### src/rtl/exe_mem_buffer_pkg.sv
// Shared constants for the execute/memory pipeline buffer.
//   - Register-file / status-register widths
//   - Flag bit positions inside the status vector {Z, C, N, V}
//   - Buffer FSM state encodings
package exe_mem_buffer_pkg;

  localparam int REGISTER_FILE_LEN = 32;
  localparam int STATUS_REG_LEN    = 4;

  localparam int FLAG_Z = 3;
  localparam int FLAG_C = 2;
  localparam int FLAG_N = 1;
  localparam int FLAG_V = 0;

  typedef enum logic [1:0] {
    EXMB_EMPTY = 2'd0,
    EXMB_ONE   = 2'd1,
    EXMB_FULL  = 2'd2
  } exmb_state_e;

endpackage

### src/rtl/exe_mem_entry_reg.sv
// One buffered instruction slot of the execute/memory buffer.
// Load-enabled register holding every per-instruction field; cleared
// synchronously by rst.
// Ports:
//   clk, rst          clock, synchronous active-high reset
//   load              capture d_* on this edge
//   d_*               incoming field values
//   q_*               stored field values
module exe_mem_entry_reg #(
  parameter int DATA_W = 32,
  parameter int DEST_W = 4
) (
  input  logic              clk,
  input  logic              rst,
  input  logic              load,
  input  logic [DATA_W-1:0] d_res,
  input  logic [DATA_W-1:0] d_st_val,
  input  logic [DEST_W-1:0] d_dest,
  input  logic              d_wb_en,
  input  logic              d_mem_r,
  input  logic              d_mem_w,
  output logic [DATA_W-1:0] q_res,
  output logic [DATA_W-1:0] q_st_val,
  output logic [DEST_W-1:0] q_dest,
  output logic              q_wb_en,
  output logic              q_mem_r,
  output logic              q_mem_w
);

  logic [DATA_W-1:0] res_q,    res_d;
  logic [DATA_W-1:0] st_val_q, st_val_d;
  logic [DEST_W-1:0] dest_q,   dest_d;
  logic              wb_en_q,  wb_en_d;
  logic              mem_r_q,  mem_r_d;
  logic              mem_w_q,  mem_w_d;

  always_comb begin
    res_d    = res_q;
    st_val_d = st_val_q;
    dest_d   = dest_q;
    wb_en_d  = wb_en_q;
    mem_r_d  = mem_r_q;
    mem_w_d  = mem_w_q;
    if (load) begin
      res_d    = d_res;
      st_val_d = d_st_val;
      dest_d   = d_dest;
      wb_en_d  = d_wb_en;
      mem_r_d  = d_mem_r;
      mem_w_d  = d_mem_w;
    end
  end

  always_ff @(posedge clk) begin
    if (rst) begin
      res_q    <= '0;
      st_val_q <= '0;
      dest_q   <= '0;
      wb_en_q  <= 1'b0;
      mem_r_q  <= 1'b0;
      mem_w_q  <= 1'b0;
    end else begin
      res_q    <= res_d;
      st_val_q <= st_val_d;
      dest_q   <= dest_d;
      wb_en_q  <= wb_en_d;
      mem_r_q  <= mem_r_d;
      mem_w_q  <= mem_w_d;
    end
  end

  assign q_res    = res_q;
  assign q_st_val = st_val_q;
  assign q_dest   = dest_q;
  assign q_wb_en  = wb_en_q;
  assign q_mem_r  = mem_r_q;
  assign q_mem_w  = mem_w_q;

endmodule

### src/rtl/exe_mem_buffer.sv
// Execute -> memory two-entry skid buffer that also owns the status register.
// The memory stage may stall without in_ready depending combinationally on
// out_ready. Flags commit when an instruction with the S bit is accepted.
//
// Optional feature: define EXE_MEM_FWD_EN to add head-entry forwarding
// outputs (fwd_valid, fwd_dest, fwd_res) for the hazard unit.
//
// Ports:
//   clk, rst            clock, synchronous active-high reset
//   flush               branch-taken flush, empties the buffer
//   in_valid/in_ready   execute-side handshake
//   in_*                executed instruction fields, flags and S bit
//   out_valid/out_ready memory-side handshake
//   out_*               head entry fields
//   status_reg          committed flags {Z, C, N, V}; bit 2 is carry
//
// state | meaning
// ------+------------------------------------------
// EMPTY | no entry held, out_valid low
// ONE   | head holds one entry
// FULL  | head and tail both hold entries, in_ready low
module exe_mem_buffer
  import exe_mem_buffer_pkg::*;
#(
  parameter int DATA_W = REGISTER_FILE_LEN,
  parameter int DEST_W = 4,
  parameter int STAT_W = STATUS_REG_LEN
) (
  input  logic              clk,
  input  logic              rst,
  input  logic              flush,
  input  logic              in_valid,
  output logic              in_ready,
  input  logic [DATA_W-1:0] in_res,
  input  logic [STAT_W-1:0] in_status,
  input  logic              in_s,
  input  logic [DATA_W-1:0] in_st_val,
  input  logic [DEST_W-1:0] in_dest,
  input  logic              in_wb_en,
  input  logic              in_mem_r,
  input  logic              in_mem_w,
  output logic              out_valid,
  input  logic              out_ready,
  output logic [DATA_W-1:0] out_res,
  output logic [DATA_W-1:0] out_st_val,
  output logic [DEST_W-1:0] out_dest,
  output logic              out_wb_en,
  output logic              out_mem_r,
  output logic              out_mem_w,
`ifdef EXE_MEM_FWD_EN
  output logic              fwd_valid,
  output logic [DEST_W-1:0] fwd_dest,
  output logic [DATA_W-1:0] fwd_res,
`endif
  output logic [STAT_W-1:0] status_reg
);

  exmb_state_e       state_q, state_d;
  logic [STAT_W-1:0] status_q, status_d;

  logic push;
  logic pop;
  logic head_load;
  logic head_from_tail;
  logic tail_load;

  logic [DATA_W-1:0] tail_res;
  logic [DATA_W-1:0] tail_st_val;
  logic [DEST_W-1:0] tail_dest;
  logic              tail_wb_en;
  logic              tail_mem_r;
  logic              tail_mem_w;

  logic [DATA_W-1:0] head_d_res;
  logic [DATA_W-1:0] head_d_st_val;
  logic [DEST_W-1:0] head_d_dest;
  logic              head_d_wb_en;
  logic              head_d_mem_r;
  logic              head_d_mem_w;

  // flush blocks acceptance, so a flushed instruction never touches the flags
  assign push = in_valid & in_ready & ~flush;
  assign pop  = out_valid & out_ready;

  always_ff @(posedge clk) begin
    if (rst) begin
      state_q  <= EXMB_EMPTY;
      status_q <= '0;
    end else begin
      state_q  <= state_d;
      status_q <= status_d;
    end
  end

  always_comb begin
    state_d = state_q;
    if (flush) begin
      state_d = EXMB_EMPTY;
    end else begin
      case (state_q)
        EXMB_EMPTY: if (push) state_d = EXMB_ONE;
        EXMB_ONE: begin
          if (push && !pop)      state_d = EXMB_FULL;
          else if (!push && pop) state_d = EXMB_EMPTY;
        end
        EXMB_FULL: if (pop) state_d = EXMB_ONE;
        default: state_d = EXMB_EMPTY;
      endcase
    end
  end

  always_comb begin
    in_ready       = (state_q != EXMB_FULL);
    out_valid      = (state_q != EXMB_EMPTY);
    head_load      = 1'b0;
    head_from_tail = 1'b0;
    tail_load      = 1'b0;
    status_d       = (push && in_s) ? in_status : status_q;
    case (state_q)
      EXMB_EMPTY: head_load = push;
      EXMB_ONE: begin
        head_load = push & pop;
        tail_load = push & ~pop;
      end
      EXMB_FULL: begin
        head_load      = pop;
        head_from_tail = 1'b1;
      end
      default: ;
    endcase
  end

  always_comb begin
    head_d_res    = in_res;
    head_d_st_val = in_st_val;
    head_d_dest   = in_dest;
    head_d_wb_en  = in_wb_en;
    head_d_mem_r  = in_mem_r;
    head_d_mem_w  = in_mem_w;
    if (head_from_tail) begin
      head_d_res    = tail_res;
      head_d_st_val = tail_st_val;
      head_d_dest   = tail_dest;
      head_d_wb_en  = tail_wb_en;
      head_d_mem_r  = tail_mem_r;
      head_d_mem_w  = tail_mem_w;
    end
  end

  exe_mem_entry_reg #(.DATA_W(DATA_W), .DEST_W(DEST_W)) u_head (
    .clk      (clk),
    .rst      (rst),
    .load     (head_load),
    .d_res    (head_d_res),
    .d_st_val (head_d_st_val),
    .d_dest   (head_d_dest),
    .d_wb_en  (head_d_wb_en),
    .d_mem_r  (head_d_mem_r),
    .d_mem_w  (head_d_mem_w),
    .q_res    (out_res),
    .q_st_val (out_st_val),
    .q_dest   (out_dest),
    .q_wb_en  (out_wb_en),
    .q_mem_r  (out_mem_r),
    .q_mem_w  (out_mem_w)
  );

  exe_mem_entry_reg #(.DATA_W(DATA_W), .DEST_W(DEST_W)) u_tail (
    .clk      (clk),
    .rst      (rst),
    .load     (tail_load),
    .d_res    (in_res),
    .d_st_val (in_st_val),
    .d_dest   (in_dest),
    .d_wb_en  (in_wb_en),
    .d_mem_r  (in_mem_r),
    .d_mem_w  (in_mem_w),
    .q_res    (tail_res),
    .q_st_val (tail_st_val),
    .q_dest   (tail_dest),
    .q_wb_en  (tail_wb_en),
    .q_mem_r  (tail_mem_r),
    .q_mem_w  (tail_mem_w)
  );

  assign status_reg = status_q;

`ifdef EXE_MEM_FWD_EN
  // Loads are excluded: their result is an address, not the write-back value.
  assign fwd_valid = out_valid & out_wb_en & ~out_mem_r;
  assign fwd_dest  = out_dest;
  assign fwd_res   = out_res;
`endif

endmodule
### config.mk
export PLATFORM = sky130hd
export DESIGN_NAME = exe_mem_buffer
export DESIGN_NICKNAME = d
export VERILOG_FILES = /design/src/rtl/exe_mem_buffer_pkg.sv /design/src/rtl/exe_mem_entry_reg.sv /design/src/rtl/exe_mem_buffer.sv
export SDC_FILE = /design/constraint.sdc
export NUM_CORES = 1
export LEC_CHECK = 0
export ABC_AREA = 1
export CAP_MARGIN = 20
export CORE_MARGIN = 8
export CORE_UTILIZATION = 50
export CTS_CLUSTER_DIAMETER = 200
export DETAILED_ROUTE_END_ITERATION = 6
export PLACE_DENSITY_LB_ADDON = 0.08
export SYNTH_ARGS = -nofsm -noshare
export SYNTH_HDL_FRONTEND = slang
export SYNTH_SLANG_ARGS = --single-unit
### constraint.sdc
create_clock -name clk -period 4.1 [get_ports clk]
set_clock_uncertainty 0.05 [all_clocks]
set_input_delay 0.41 -clock clk [delete_from_list [all_inputs] [get_ports clk]]
set_output_delay 0.41 -clock clk [all_outputs]
set_load 0.02 [all_outputs]
==> flow_summary.yaml <==
run_status:
  outcome: "completed"
place:
  detailed_place.area_mm2: 0.00821
  gp_routability_congestion: 0.763
  place_worst_setup_slack_ns: 1.10
  numPortBuffers: 157
  hpwl_um: 10700
sta:
  report.final.slew_viol_count: 0
  post-route-min-period_ns: 2.64
  tns_ns: 0
  transition_time_of_the_tightest_slew_check_pin_ns: 0.883
  grt_setup_unrepaired: "no"
  finalHoldViolCount: 0
  finalWorstSetupSlack_ns: 1.46
  timing.slew.headroom_pct: 41.2
  fmax_mhz: 379
  timing.hold.ws_ns: 0.396
  final.period_utilization_pct: 64.3
  finalSetupViolCount: 0
critical_path:
  startpoint_type: "flip-flop"
  data_required_time_of_the_worst_path_ns: 3.64
  worst_ep_arrival_time_ns: 2.18
  timing_worst_setup_path_type: "flip-flop to output pin"
  max_fo_critical_path: 58
  setup.worst_path.end_class: "output pin"
  rrSetupSlack_ns: 1.52
global_routing:
  grt_util_all_layers_pct: 21.0
  largest_net_degree_at_the_start_of_global_routing: 92
  grt_antenna_before_repair: 0
  wire_length_of_the_first_global_routing_pass_um: 28500
  number_of_global_route_vias_before_repair: 5657
  global_route_total_overflow: 0
logic_synthesis:
  synth_cell_types: 20
  synth_seq_area_share_pct: 44.8
  post_synth.cell_area_avg_um2: 6.76
  area_of_the_mapped_netlist_mm2: 0.00661
  synth.yosys.warnings: 0
  postSynthRegisterBits: 148
  syn-num-nets: 1062
  synth_cells: 979
power:
  power.total_mw: 3.89
  p_clk_share_pct: 47.0
  comb_power_share_pct: 13.4
  power.static_leakage_nw: 3.81
  share_seq_of_total_power_pct: 39.6
  worst_ir_drop_vdd_mv: 0.265
  power.switching_mw: 0.919
  power.density_cell_area_mw_per_mm2: 437
  switching_share_pct: 23.6
  internal-power_mw: 2.97
cells_and_area:
  finalNetCount: 1172
  area_taken_by_multi_input_logic_gates_mm2: 0.00281
  fillers: 1102
  fraction_of_layout_instances_using_a_drive_strength_above_1_pct: 4.45
  stdcell_area_mm2: 0.00890
  syn_to_final_growth_pct: 34.6
  antenna_cells: 0
  final-seq-area_mm2: 0.00296
floorplan:
  dieHeight_um: 131
  die_area_mm2: 0.0172
  placeable_core_region_mm2: 0.0131
  rows: 42
  chipWidth_um: 131
  design.portCount: 158
  start_util_pct: 50.5
drt:
  avgViaCountPerCell: 5.00
  drtAntennaViolNets: 0
  detail_route.first_pass.iterations: 7
  first_iter_violations: 585
  num_vias: 6385
  drc: 0
  wirelength_um: 18000
  wire_per_inst_um: 14.1
cts:
  post_cts_resize_count: 0
  cts_setup_buffers: 0
  clk_pin_slew_ns: 0.06
  cts_h_tree_lvls: 4
  clock_sink_count: 148
  ctsLongestPathBuffers: 2
  cts_tree: "built"
  clock-root-buffer: "clkbuf_16"
  cts_hold_buffers: 0
  cts_made_buffers: 17
  insertion_delay_ns: 0.42
run:
  timing.max_cap.violations: 0
min_path:
  holdCritPathClass: "flip-flop to flip-flop"
==> cell usage in the layout (no fill, tap or decap), drive strengths merged <==
master and n:
a211oi 1, a21oi 76, buf 8, bufinv 7, clkbuf 18, clkdlybuf4s50 157, clkinv 6, clkinvlp 1
dfxtp 148, ha 2, inv 150, nand2 155, nand3 9, nand3b 1, nand4 71, nor2 149
o21ai 143
==> cells in the mapped netlist <==
cell / number / area share, %
nand2_1: 154 / 8.7
dfxtp_1: 148 / 45
nor2_1: 148 / 8.4
inv_1: 147 / 8.3
o21ai_0: 143 / 11
a21oi_1: 76 / 5.8
nand4_1: 71 / 6.7
clkbuf_1: 42 / 2.4
buf_2: 22 / 1.7
buf_1: 9 / 0.51
nand3_1: 7 / 0.53
ha_1: 2 / 0.38
inv_2: 2 / 0.11
nand3_2: 2 / 0.30
a211oi_1: 1 / 0.11
clkbuf_2: 1 / 0.076
clkinv_1: 1 / 0.057
nand2_2: 1 / 0.095
nand3b_1: 1 / 0.11
nor2_2: 1 / 0.095
==> stage by stage <==
stage,util [%],instances
global route,68.1,1278
floorplan,-,979
detailed placement,62.7,1246
finish,68.1,1278
global placement,62.7,1246
CTS,68.1,1278
==> metal layers <==
layer  track usage, %  vias up  wire [µm]
li1                 -     3343          -
met1             27.2     2833       8140
met5                0        -          0
met2             32.4      188       8250
met4             7.97        0        299
met3             6.05       21       1340
==> worst max-delay path, stage by stage (launching register included) <==
cell             delay [ns]
dfxtp_1                0.49
inv_2                  0.11
nand2_4                0.42
clkdlybuf4s50_1        0.72
==> layout make-up <==
cell class,instances,share of cell area (%)
Sequential cell,148,33.3
Multi-Input combinational cell,607,31.5
Timing Repair Buffer,165,18.6
Inverter,150,6.34
Clock buffer,18,4.93
Clock inverter,14,2.87
Tap cell,176,2.47
==> power groups by stage <==
stage / Combinational, mW / Clock (mW) / Sequential [mW]
after floorplan: 0.212 / 0 / 1.63
after global placement: 0.517 / 0 / 1.57
after detailed placement: 0.520 / 0 / 1.57
after CTS: 0.525 / 1.85 / 1.54
after global routing: 0.576 / 1.91 / 1.55
final: 0.521 / 1.83 / 1.54
==> cell families (layout without fill, tap and decap cells) <==
| group | Yosys count | after routing | share of synthesized area (%) |
|---|---|---|---|
| buf+inv | 224 | 347 | 13.1 |
| fa+ha+maj | 2 | 2 | 0.378 |
| simple gates | 385 | 385 | 25.0 |
| flops | 148 | 148 | 44.8 |
| compound gates | 220 | 220 | 16.7 |
==> worst paths after layout <==
kind | from | endpoint | cells past startpoint
setup / recovery | state_q[0] | in_ready | 3
hold / removal | u_tail.q_st_val[1] | u_tail.q_st_val[1] | 2
setup reg to reg | state_q[0] | u_tail.q_res[1] | 7
hold reg to reg | u_tail.q_st_val[1] | u_tail.q_st_val[1] | 2
No activity file was read; power rests on OpenSTA's default activity.
